--- config.mk ---
export PLATFORM = sky130hd
export DESIGN_NAME = vga_timing_gen
export DESIGN_NICKNAME = d
export VERILOG_FILES = /design/src/rtl/vga_timing_pkg.sv /design/src/rtl/vga_sync_delay.sv /design/src/rtl/vga_timing_gen.sv
export SDC_FILE = /design/constraint.sdc
export NUM_CORES = 1
export LEC_CHECK = 0
export ABC_CLOCK_PERIOD_IN_PS = 2000
export CAP_MARGIN = 20
export CORE_MARGIN = 8
export CORE_UTILIZATION = 47
export DETAILED_ROUTE_END_ITERATION = 10
export PLACE_DENSITY = 0.75
export SYNTH_ARGS = -nofsm -noshare
export SYNTH_HDL_FRONTEND = slang
export SYNTH_SLANG_ARGS = --single-unit
--- constraint.sdc ---
create_clock -name vga_clk -period 2 [get_ports vga_clk]
set_input_delay 0.2 -clock vga_clk [delete_from_list [all_inputs] [get_ports vga_clk]]
set_output_delay 0.2 -clock vga_clk [all_outputs]
set_load 0.03 [all_outputs]
--- src/rtl/vga_timing_pkg.sv ---
// Shared VGA timing definitions: default 640x480@60 geometry, frame-size
// helpers and the coordinate type used by the timing generator and renderers.
package vga_timing_pkg;

  typedef logic [9:0] coord_t;

  localparam int H_VISIBLE_DEF = 640;
  localparam int H_FRONT_DEF   = 16;
  localparam int H_SYNC_DEF    = 96;
  localparam int H_BACK_DEF    = 48;
  localparam int V_VISIBLE_DEF = 480;
  localparam int V_FRONT_DEF   = 10;
  localparam int V_SYNC_DEF    = 2;
  localparam int V_BACK_DEF    = 33;

  function automatic int h_total(input int visible, input int front,
                                 input int sync, input int back);
    return visible + front + sync + back;
  endfunction

  function automatic int v_total(input int visible, input int front,
                                 input int sync, input int back);
    return visible + front + sync + back;
  endfunction

endpackage

--- src/rtl/vga_sync_delay.sv ---
// Fixed-depth shift register with a per-bit reset pattern, used to line up
// sync/blank with the renderer pipeline.
module vga_sync_delay #(
  parameter int               DEPTH   = 2,
  parameter int               WIDTH   = 3,
  parameter logic [WIDTH-1:0] RST_VAL = '0
) (
  input  logic             vga_clk,
  input  logic             reset,
  input  logic [WIDTH-1:0] d,
  output logic [WIDTH-1:0] q
);

  if (DEPTH == 0) begin : g_bypass
    logic unused_clk_rst;
    assign unused_clk_rst = &{1'b0, vga_clk, reset};
    assign q = d;
  end else begin : g_shift
    logic [WIDTH-1:0] stage [DEPTH];

    always_ff @(posedge vga_clk or posedge reset) begin
      if (reset) begin
        for (int i = 0; i < DEPTH; i++) stage[i] <= RST_VAL;
      end else begin
        stage[0] <= d;
        for (int i = 1; i < DEPTH; i++) stage[i] <= stage[i-1];
      end
    end

    assign q = stage[DEPTH-1];
  end

endmodule

--- src/rtl/vga_timing_gen.sv ---
// VGA raster timing generator: pixel/line counters, registered sync and blank
// decodes aligned with DrawX/DrawY, plus pipeline-delayed copies for the pins.
module vga_timing_gen
  import vga_timing_pkg::*;
#(
  parameter int H_VISIBLE  = H_VISIBLE_DEF,
  parameter int H_FRONT    = H_FRONT_DEF,
  parameter int H_SYNC     = H_SYNC_DEF,
  parameter int H_BACK     = H_BACK_DEF,
  parameter int V_VISIBLE  = V_VISIBLE_DEF,
  parameter int V_FRONT    = V_FRONT_DEF,
  parameter int V_SYNC     = V_SYNC_DEF,
  parameter int V_BACK     = V_BACK_DEF,
  parameter int SYNC_DELAY = 2
) (
  input  logic   vga_clk,
  input  logic   reset,
  output coord_t DrawX,
  output coord_t DrawY,
  output logic   blank,
  output logic   hs,
  output logic   vs,
  output logic   hs_d,
  output logic   vs_d,
  output logic   blank_d,
  output logic   line_start,
  output logic   frame_start
);

  localparam int H_TOTAL = h_total(H_VISIBLE, H_FRONT, H_SYNC, H_BACK);
  localparam int V_TOTAL = v_total(V_VISIBLE, V_FRONT, V_SYNC, V_BACK);

  if (H_TOTAL > 1024 || V_TOTAL > 1024) begin : g_total_check
    $error("vga_timing_gen: H_TOTAL/V_TOTAL exceed 10-bit coordinate range");
  end
  if (SYNC_DELAY < 0 || SYNC_DELAY > 4) begin : g_delay_check
    $error("vga_timing_gen: SYNC_DELAY must be 0..4");
  end

  localparam coord_t H_LAST   = coord_t'(H_TOTAL - 1);
  localparam coord_t V_LAST   = coord_t'(V_TOTAL - 1);
  localparam coord_t H_VIS    = coord_t'(H_VISIBLE);
  localparam coord_t V_VIS    = coord_t'(V_VISIBLE);
  localparam coord_t HS_FIRST = coord_t'(H_VISIBLE + H_FRONT);
  localparam coord_t HS_LAST  = coord_t'(H_VISIBLE + H_FRONT + H_SYNC - 1);
  localparam coord_t VS_FIRST = coord_t'(V_VISIBLE + V_FRONT);
  localparam coord_t VS_LAST  = coord_t'(V_VISIBLE + V_FRONT + V_SYNC - 1);

  coord_t hc, vc;
  coord_t hc_nxt, vc_nxt;
  logic [2:0] dly_q;

  always_comb begin
    hc_nxt = hc + 10'd1;
    vc_nxt = vc;
    if (hc == H_LAST) begin
      hc_nxt = '0;
      vc_nxt = (vc == V_LAST) ? '0 : vc + 10'd1;
    end
  end

  // Decodes look at the next counter values so they land with the counters.
  always_ff @(posedge vga_clk or posedge reset) begin
    if (reset) begin
      hc          <= '0;
      vc          <= '0;
      blank       <= 1'b1;
      hs          <= 1'b1;
      vs          <= 1'b1;
      line_start  <= 1'b1;
      frame_start <= 1'b1;
    end else begin
      hc          <= hc_nxt;
      vc          <= vc_nxt;
      blank       <= (hc_nxt < H_VIS) && (vc_nxt < V_VIS);
      hs          <= !((hc_nxt >= HS_FIRST) && (hc_nxt <= HS_LAST));
      vs          <= !((vc_nxt >= VS_FIRST) && (vc_nxt <= VS_LAST));
      line_start  <= (hc_nxt == '0);
      frame_start <= (hc_nxt == '0) && (vc_nxt == '0);
    end
  end

  assign DrawX = hc;
  assign DrawY = vc;

  // Delay stages reset to "syncs idle, nothing visible".
  vga_sync_delay #(
    .DEPTH   (SYNC_DELAY),
    .WIDTH   (3),
    .RST_VAL (3'b110)
  ) u_sync_delay (
    .vga_clk (vga_clk),
    .reset   (reset),
    .d       ({hs, vs, blank}),
    .q       (dly_q)
  );

  assign {hs_d, vs_d, blank_d} = dly_q;

endmodule

Yosys cells after proc, flatten, opt, wreduce, memory -nomap -nowiden
Cells that the tools add are included.

operators by class
  reduce and logical (&&, ||, !) cells = 8
  equality and inequality tests = 2
  $add $sub $neg = 2
  order comparisons = 6
  muxes and demuxes = 3

operators with widths
  kind                                                                count
  two-way mux 10 bit                                                  3
  adder 10 x 1 -> 10 bit, second input constant                       2
  == test 10 bit, second input constant                               2
  zero test 10 bit                                                    2
  greater-or-equal comparator 10 bit, second input constant           1
  greater-or-equal comparator 10 x 9 -> 1 bit, second input constant  1
  less-or-equal comparator 10 bit, second input constant              1
  less-or-equal comparator 10 x 9 -> 1 bit, second input constant     1
  less-than comparator 10 bit, second input constant                  1
  less-than comparator 10 x 9 -> 1 bit, second input constant         1
  logical AND 1 bit                                                   4
  zero test 1 bit                                                     2

storage, ports and cells
  word-level logic and storage cells = 30
  input port bits = 2
  output and inout port bits = 28
  bits in registers = 31

Longest topological paths before layout
Gate-level depths: netlist of run 1.

  depth after elaboration = 6
  gate-level depth with buffers = 8
  gate-level depth less buffers = 8

Hierarchy
From an unflattened synthesis of run 1, not the netlist that was laid out.

second synthesis, totals
  cells, all modules = 162
  area, all modules = 1592.8 µm²

modules (own cells, without submodules)
  module          seq. area each (µm²)  cells an instance  instances  area an instance (µm²)
  vga_timing_gen  631.9                 152                1          1411.4
  vga_sync_delay  155.1                 10                 1          181.4

Worst setup path before layout of run 1
OpenSTA, ideal clock, no wires.

  path kind = flip-flop to flip-flop
  start = register hc[0] (netlist: DrawX[0])
  end = register blank
  library setup time = 89 ps
  data arrival time = 2235 ps
  cell stages (with the launch flop) = 8
  slack = -324 ps
  cells stage by stage = dfrtp_1 > ha_1 > nand4_4 > or4_4 > nor3_2 > xnor2_1 > a211oi_2 > a211oi_1

between the ends
  longest elaborated chain between the ends = 4
  elaborated cells on any way between the ends = 7
  classes of those cells = 1 x add/sub; 2 x order compare; 1 x eq/ne; 2 x mux; 1 x reduce/logical

ends and longest elaborated chain
  what                                                                                        RTL line                                    text
  start, declared                                                                             vga_timing_gen.sv:49                        coord_t hc, vc;
  start signal, assigned                                                                      vga_timing_gen.sv:73                        hc <= hc_nxt;
  adder 10 x 1 -> 10 bit / == test 10 bit (equally long branches)                             vga_timing_gen.sv:54, vga_timing_gen.sv:56
  two-way mux 10 bit                                                                          vga_timing_gen.sv:56                        if (hc == H_LAST) begin
  less-than comparator 10 bit / less-than comparator 10 x 9 -> 1 bit (equally long branches)  vga_timing_gen.sv:75                        blank <= (hc_nxt < H_VIS) && (vc_nxt < V_VIS);
  logical AND 1 bit (*)                                                                       vga_timing_gen.sv:75
  end signal, assigned                                                                        vga_timing_gen.sv:75
  end, declared                                                                               vga_timing_gen.sv:20                        output logic blank,

Mark *: on every way between the ends. The rest lies on a longest branch, timed or not.

Worst setup path after layout of run 1
  start = register vc[5] (netlist: DrawY[5])
  end = register vs

between the ends
  longest elaborated chain between the ends = 6
  elaborated cells on any way between the ends = 8
  classes of those cells = 1 x add/sub; 2 x order compare; 1 x eq/ne; 2 x mux; 2 x reduce/logical

ends and longest elaborated chain
  what                                                                                                            RTL line              text
  start, declared                                                                                                 vga_timing_gen.sv:49
  start signal, assigned                                                                                          vga_timing_gen.sv:74  vc <= vc_nxt;
  adder 10 x 1 -> 10 bit / == test 10 bit (equally long branches)                                                 vga_timing_gen.sv:58  vc_nxt = (vc == V_LAST) ? '0 : vc + 10'd1;
  two-way mux 10 bit                                                                                              vga_timing_gen.sv:58
  two-way mux 10 bit (*)                                                                                          vga_timing_gen.sv:56
  greater-or-equal comparator 10 x 9 -> 1 bit / less-or-equal comparator 10 x 9 -> 1 bit (equally long branches)  vga_timing_gen.sv:77  vs <= !((vc_nxt >= VS_FIRST) && (vc_nxt <= VS_LAST));
  logical AND 1 bit (*)                                                                                           vga_timing_gen.sv:77
  zero test 1 bit (*)                                                                                             vga_timing_gen.sv:77
  end signal, assigned                                                                                            vga_timing_gen.sv:77
  end, declared                                                                                                   vga_timing_gen.sv:22  output logic vs,

Marks and branches as above.

==> results list, run 1 <==
- RSZ-0062 raised after global routing: true
- Largest fanout on the critical path: 4
- Of the cells placed in the final design, the portion with a size suffix greater than 1 is 33.2%.
- Type of the setup path with the least slack: reg2reg
- STA classifies the critical path endpoint as a register.
- Cell leakage power: 1.11 nW
- Post-synthesis cell count: 177
- Final global-route overflow total: 0
- In this run the worst hold path is classified as in2async.
- Post-route design area: 0.00248 sq mm
- The floorplan has 22 rows.
* Wire length of the first global-routing pass: 7440 microns
- Final TNS setup: -0.256 ns
* Dominant register cell in the synthesized netlist: sky130_fd_sc_hd__dfrtp_1
* Die boundary height: 77.3 microns
- In the finished design, the share of the clock period the worst path needs comes to 106%.
* Outcome: finished, violations left
- Number of unique standard cell types used by synthesis: 51
* Number of remaining DRC errors: 0
* Number of synthesized register bits: 31
- Final net count: 247
* Initial drt markers: 116
- Sum of buffers and inverters on the critical path: 1
* Count of flip-flops with a built-in enable after synthesis: 0
* Sink count of the clock tree: 31
* Worst IR drop on VDD: 0.510 mV
* Layout area overhead: 40.5%
- The root buffer cell chosen for the clock tree is sky130_fd_sc_hd__clkbuf_8.
- Cell breakdown of the critical path: or4b_4 -> nor3_4 -> and2b_1 -> a221oi_2 -> buf_4 -> nand4_1
* Number of input and output port buffers inserted: 29
- The final layout contains routed wiring with a total length of 4610 microns.
* Number of top-level pins: 30
- Number of synthesis warnings: 0
* Post-Synthesis Net Count: 183
- Counting the fill cells in the layout gives 297.
* Areal power density over the cells: 457 mW/mm^2
- Required time of the critical path: 2.19 ns
* Number of setup violations in the final report: 3
- On the final layout, the worst clock skew is 0.00986 ns.
* Most numerous cell in the Yosys netlist: sky130_fd_sc_hd__dfrtp_1
- At the worst endpoint, the arrival time is 2.31 ns.
- Full die area: 0.00597 sq mm
- Once detail routing completed, the nets flagged for antenna violations numbered 0.
* Core outline area: 0.00363 sq mm
* Routability Congestion: 0.925
- Sequential-to-total area share from yosys stat: 44.6%
- Routed length per instance: 15.9 microns
* Slew HR: 59.6%
* Worst setup margin: -0.119 ns
- Internal reg-to-reg setup slack: -0.12 ns
* Fraction of registers with async set/reset: 100%
- STA classifies the critical path startpoint as a register.
- The total count of max-transition violations in the final report came to 0.
- For this block, the via count after detailed routing is 1,583.
- Peak per-stage delay on the critical path: 0.55 ns
* TritonCTS clock tree: built
* Total clock buffers created by CTS: 5
* Clock-pin slew on the worst setup and hold paths: 0.07 ns
* Max Root-Sink Buffers: 2
* Number of global-route vias before repair: 1,514
* Chip Width: 77.3 microns
- The tool flagged a number of max-cap violations equal to 0.
* Latest clock arrival within the worst-skew pair: 0.28 ns
- Post-Place Cell Area: 0.00230 sq mm
- Global routing consumed, over all layers together, 15.2% of the routing resources.
* H-tree levels: 2
- Hold repair after CTS inserted 0 buffers.
- The kind of cell with the highest combined delay along the critical path is simple AND/OR/NAND/NOR gates.
* Largest cells by area after synthesis: sky130_fd_sc_hd__dfrtp_1 31%, sky130_fd_sc_hd__dfstp_2 13%, sky130_fd_sc_hd__nand2_1 4.0%
- The slowest stage of the critical path belongs to the cell sky130_fd_sc_hd__or4b_4.
- Multi-input logic area: 921 sq um
* DP HPWL: 3480 microns
* First drt pass iteration count: 4
- Largest net degree at the start of global routing: 32
- The synthesized netlist occupies a cell area of 0.00177 sq mm.
- The average instance in the mapped netlist occupies 9.97 sq um.
- Using the TritonRoute via totals, the vias-per-cell ratio works out to 5.48.
* Effective utilization at floorplan: 48.6%
- At the pin with the least slew margin, the transition time is 0.601 ns.
- Most area-hungry cell type in the Yosys netlist: sky130_fd_sc_hd__dfrtp_1
* Top post-synthesis cells by count: 22 x sky130_fd_sc_hd__dfrtp_1, 19 x sky130_fd_sc_hd__nand2_1, 13 x sky130_fd_sc_hd__inv_1, 13 x sky130_fd_sc_hd__nor2_1, 11 x sky130_fd_sc_hd__nand3_1
- The routed design could run at a clock period as short as 2.12 ns.
- Based on the critical path, the design can be clocked at up to 472 MHz.
* Area share of the largest cell type after synthesis: 31.2%
- The initial antenna violation count was 0.
* Hold Vio Cnt, Final: 0
* Area of all sequential standard cells: 795 sq um
* Violated checks: setup timing
- Finished Core Util: 68.3%
- Total inserted antenna cells: 0
[cells in the final DEF (no fill, tap or decap), drive strengths merged, types with 4 or more instances in the layout]
| cell type | instances |
|---|---|
| o21ai | 13 |
| nand3 | 11 |
| nand2 | 19 |
| inv | 13 |
| nor2 | 13 |
| ha | 4 |
| buf | 36 |
| xor2 | 5 |
| dfstp | 9 |
| clkbuf | 6 |
| clkdlybuf4s50 | 29 |
| a21oi | 4 |
| nor3 | 8 |
| nor4 | 4 |
| xnor2 | 6 |
| nand4 | 5 |
| dfrtp | 22 |
[layer usage]
layer | global-route usage (%) | routed length [microns] | vias up
li1 | - | - | 756
met1 | 19.7 | 2060 | 761
met2 | 23.0 | 2170 | 58
met3 | 4.31 | 304 | 8
met4 | 6.23 | 75 | 0
met5 | 0 | 0 | -
[tightest hold or removal path: stages]
cell,delay [ns]
sky130_fd_sc_hd__clkdlybuf4s50_1,0.40
sky130_fd_sc_hd__inv_1,0.05
sky130_fd_sc_hd__buf_4,0.33
[stage by stage]
step | setup WS, ns | total power, mW | instances | hold WS (ns)
floorplan | -0.0865 | 0.648 | 177 | 0.297
detailed placement | -0.0309 | 0.655 | 278 | 0.349
global placement | 0.0416 | 0.654 | 278 | 0.341
CTS | -0.00280 | 1.14 | 286 | 0.311
global route | -0.162 | 1.17 | 289 | 0.359
finish | -0.119 | 1.13 | 289 | 0.300
[state kept, by name, summed over array words and instances, names as in the netlist]
register	flops
u_sync_delay.g_shift.stage	3
DrawX	10
vs	1
frame_start	1
u_sync_delay.q	3
line_start	1
blank	1
DrawY	10
hs	1
[final cells by class]
class                           count  area share, %
Clock inverter                      1          0.202
Multi-Input combinational cell    125           37.1
Tap cell                           48           2.42
Timing Repair Buffer               65           22.9
Sequential cell                    31           32.0
Clock buffer                        6           3.33
Inverter                           13           1.97
[repair_timing]
action	4_1_cts	5_1_grt
setup buffers	1	4
pin swaps	0	7
endpoints found under the setup margin	1	3
gates resized for setup	3	9
[path summary, 6_finish.rpt]
path                                          startpoint                            end  cells after the start
min in group vga_clk       u_sync_delay.g_shift.stage[5]              u_sync_delay.q[2]                      0
setup / recovery                                DrawY[5]                             vs                      6
hold reg to reg            u_sync_delay.g_shift.stage[5]              u_sync_delay.q[2]                      0
max in group asynchronous                          reset  u_sync_delay.g_shift.stage[5]                      3
hold / removal                                     reset                       DrawX[0]                      3
setup reg to reg                                DrawY[5]                             vs                      6
[cells by family (layout without fill, tap and decap cells)]
| kind of cell | count (synthesis) | count (layout) | synth area share [%] |
|---|---|---|---|
| flops | 31 | 31 | 44.6 |
| buf+inv | 21 | 85 | 7.37 |
| xor+xnor | 11 | 11 | 5.46 |
| compound gates | 34 | 34 | 13.1 |
| simple gates | 76 | 76 | 26.6 |
| fa+ha+maj | 4 | 4 | 2.83 |
[where the power goes]
group	switching (mW)	internal [mW]	leakage, nW	total (mW)
clock network	0.220	0.269	0.0470	0.489
registers	0	0.628	0.369	0.628
logic	0.0114	0.00314	0.693	0.0145
Power figures use the tool's default switching activity.
==> run 2: changes to the inputs <==
CORE_UTILIZATION = 25   (was 47)
PLACE_DENSITY = unset   (was 0.75)
==> run 2 against run 1 <==
Against the previous run:
- the run still ends with setup timing left
- highest routed layer unchanged
- register-to-register slack improved by 0.12 ns
- sequential cell count unchanged
- sequential power about the same
- critical path type unchanged
- first-iteration DRC count grew 15%
==> results list, run 2 (synthesis gave the netlist of run 1 again) <==
- The tightest min-delay check is of the in2async type.
- The flow ran to the end, but the final reports show violations.
- The maximum fanout count along the critical path was 5 (+1).
* Number of buffers added to fix hold violations after cts: 0 (unchanged)
- Number of top-level pins: 30 (unchanged)
- Post-Place Cell Area: 0.00234 sq mm (+1.9%)
- The post-detailed-placement half-perimeter wirelength came to 3290 microns (-5.3%).
* Core outline area: 0.00683 sq mm (+88%)
- DP Worst Slack: -0.0194 ns (+0.0116 ns)
* Wire length of the first global-routing pass: 7390 microns (-0.66%)
* Cell breakdown of the critical path: ha_4 -> nand4_4 -> or4_4 -> nor3_4 -> xnor2_2 -> a211oi_2 -> nand4_1
- All-layer global routing usage: 9.28% (-5.9 points)
- Number of input and output port buffers inserted: 29 (unchanged)
- Capturing element type of the critical path: register
* Vias per inst: 4.60 (-16%)
- The worst clock skew is 0.00745 ns (-0.00241 ns).
* Post-layout minimum cycle time: 2.00 ns (-0.118 ns)
- Largest net degree at the start of global routing: 32 (unchanged)
* CTS Root Cell: sky130_fd_sc_hd__clkbuf_8
- The global route total overflow is 0 (unchanged).
- Register share of total power: 54.7% (-0.8 points)
* Switch Pwr: 240 uW (+3.8%)
* Number of remaining DRC errors: 0 (unchanged)
- The average wire per cell in the routed design was 13.1 microns (-18%).
* Critical Path Start Type: register
- TritonCTS clock tree: built
- The number of buffers created by CTS was 5 (unchanged).
- Areal power density over the cells: 450 mW/mm^2 (-1.4%)
- The required time at the worst-slack endpoint was 2.19 ns (about the same).
* Latest clock arrival within the worst-skew pair: 0.28 ns (about the same)
* Final cell count without fillers: 334 (+16%)
- Max-cap check violation count: 0 (unchanged)
* Full die area: 0.0100 sq mm (+68%)
- The effective utilization at floorplan was 25.8% (-23 points).
- The clock slew at the register clock pins of the worst setup and hold paths is 0.07 ns (about the same).
- In the layout the commonest cells are 30 x sky130_fd_sc_hd__buf_4, 29 x sky130_fd_sc_hd__clkdlybuf4s50_1, 19 x sky130_fd_sc_hd__nand2_1, 18 x sky130_fd_sc_hd__dfrtp_1, 13 x sky130_fd_sc_hd__inv_1.
* Overall power after layout: 1.15 mW (+1.4%)
- The post-route cell area is 0.00255 sq mm (+2.9%).
- Filler cells: 686 (+130%)
- The number of detailed-routing iterations run before antenna repair came to 4 (unchanged).
- Period utilisation layout: 100% (-5.9 points)
- The total count of max-transition violations in the final report came to 0 (unchanged).
* Actual transition at the worst max-transition pin: 0.401 ns (-0.200 ns)
- The total routed wirelength came to 4380 microns (-4.9%).
* Int Power: 908 uW (+0.86%)
- Layout area overhead: 44.6%
* Number of global-route vias before repair: 1,520 (+0.40%)
- Fraction of layout instances using a drive strength above 1: 31.5% (-1.7 points)
- The CTS sink count was 31 (unchanged).
- Cell leakage power: 1.06 nW (-4.4%)
- The maximum single-stage delay on the critical path was 0.61 ns (+0.06 ns).
- The total number of H-tree levels is 2 (unchanged).
- The sum of negative setup slack is -0.0000175 ns (+0.256 ns).
* Total inserted antenna cells: 0 (unchanged)
- Max Root-Sink Buffers: 2 (unchanged)
* Placed insts: 322 (+16%)
* Sum of buffers and inverters on the critical path: 0 (-1)
- Die boundary height: 100 microns (+29%)
- Family of cells with the greatest summed delay on the critical path: simple AND/OR/NAND/NOR gates
- The initial antenna violation count was 0 (unchanged).
- Setup repair after global routing could not meet its margin everywhere.
- Final net count: 243 (-1.6%)
* Clock power share: 44.0% (+0.8 points)
- # rows: 30 (+36%)
- Combinational Power Share: 1.3% (about the same)
- Worst IR drop on VDD: 0.186 mV (-63%)
- Slowest cell on crit path: sky130_fd_sc_hd__or4_4
- The library cell used most frequently in the layout, excluding fill and tap cells, is sky130_fd_sc_hd__buf_4.
* Number of nets still failing antenna checks after routing: 0 (unchanged)
- The data arrival time of the worst path came to 2.19 ns (-0.12 ns).
* Type of the setup path with the least slack: reg2reg
- Total via count after detailed routing: 1,536 (-3.0%)
- The switching power as a share of total power was 20.9% (+0.47 points).
* Chip Width: 100 microns (+29%)
* Initial drt markers: 133 (+15%)
- Highest clock rate: 500 MHz (+5.9%)
- The least setup slack across all paths after layout is -0.0000175 ns (+0.118 ns).
* Routability Congestion: 0.877 (-5.1%)
- Violated checks: setup timing
- The final setup violation count came to 1 (-2).
- The headroom to the max-slew limit came to 73.0% (+13 points).
- Hold Vio Cnt, Final: 0 (unchanged)
-- run 2: path summary, 6_finish.rpt --
path | from | cells after the start | slack, ns | endpoint
hold reg to reg | u_sync_delay.g_shift.stage[3] | 0 | 0.35 | u_sync_delay.q[0]
min in group vga_clk | u_sync_delay.g_shift.stage[3] | 0 | 0.35 | u_sync_delay.q[0]
setup reg to reg | DrawX[0] | 7 | -0.00002 | vs
setup / recovery | DrawX[0] | 7 | -0.00002 | vs
max in group asynchronous | reset | 3 | 1.37 | u_sync_delay.g_shift.stage[4]
hold / removal | reset | 3 | 0.30 | DrawY[9]
-- run 2: worst min-delay path: stages --
cell and delay [ns]:
sky130_fd_sc_hd__clkdlybuf4s50_1 0.40, sky130_fd_sc_hd__inv_1 0.05, sky130_fd_sc_hd__buf_4 0.35
-- run 2: power groups by stage --
stage	Clock, mW	Sequential (mW)	Combinational (mW)
3_3_place_gp	0	0.639	0.0161
2_1_floorplan	0	0.639	0.00910
3_5_place_dp	0	0.639	0.0163
4_1_cts	0.526	0.628	0.0162
5_1_grt	0.554	0.627	0.0178
6_report	0.505	0.628	0.0152
-- run 2: per-layer routing --
| layer | up-vias | GRT usage, % | wire length (microns) |
|---|---|---|---|
| met5 | - | 0 | 0 |
| met4 | 0 | 4.19 | 86 |
| met3 | 7 | 3.18 | 282 |
| met2 | 41 | 13.9 | 1920 |
| met1 | 738 | 11.7 | 2100 |
| li1 | 750 | - | - |
-- run 2: layout make-up --
cell class	instances	area (sq um)	share of cell area [%]
clock buffer	7	86.3	3.38
multi-input combinational	125	953	37.4
clock inverter	1	5.00	0.196
sequential	31	792	31.0
inverter	13	48.8	1.91
tap	96	120	4.71
timing repair buffer	61	547	21.4
-- run 2: timing repair --
item / CTS / global route
pin swaps: 1 / 3
buffers inserted: 0 / 4
endpoints found under the setup margin: 3 / 4
resized for setup: 3 / 9
-- run 2: metrics by stage --
step	hold slack [ns]	utilization, %
6_report	0.304	37.4
5_1_grt	0.352	37.4
4_1_cts	0.311	35.8
3_5_place_dp	0.340	34.3
3_3_place_gp	0.336	34.3
2_1_floorplan	0.297	-
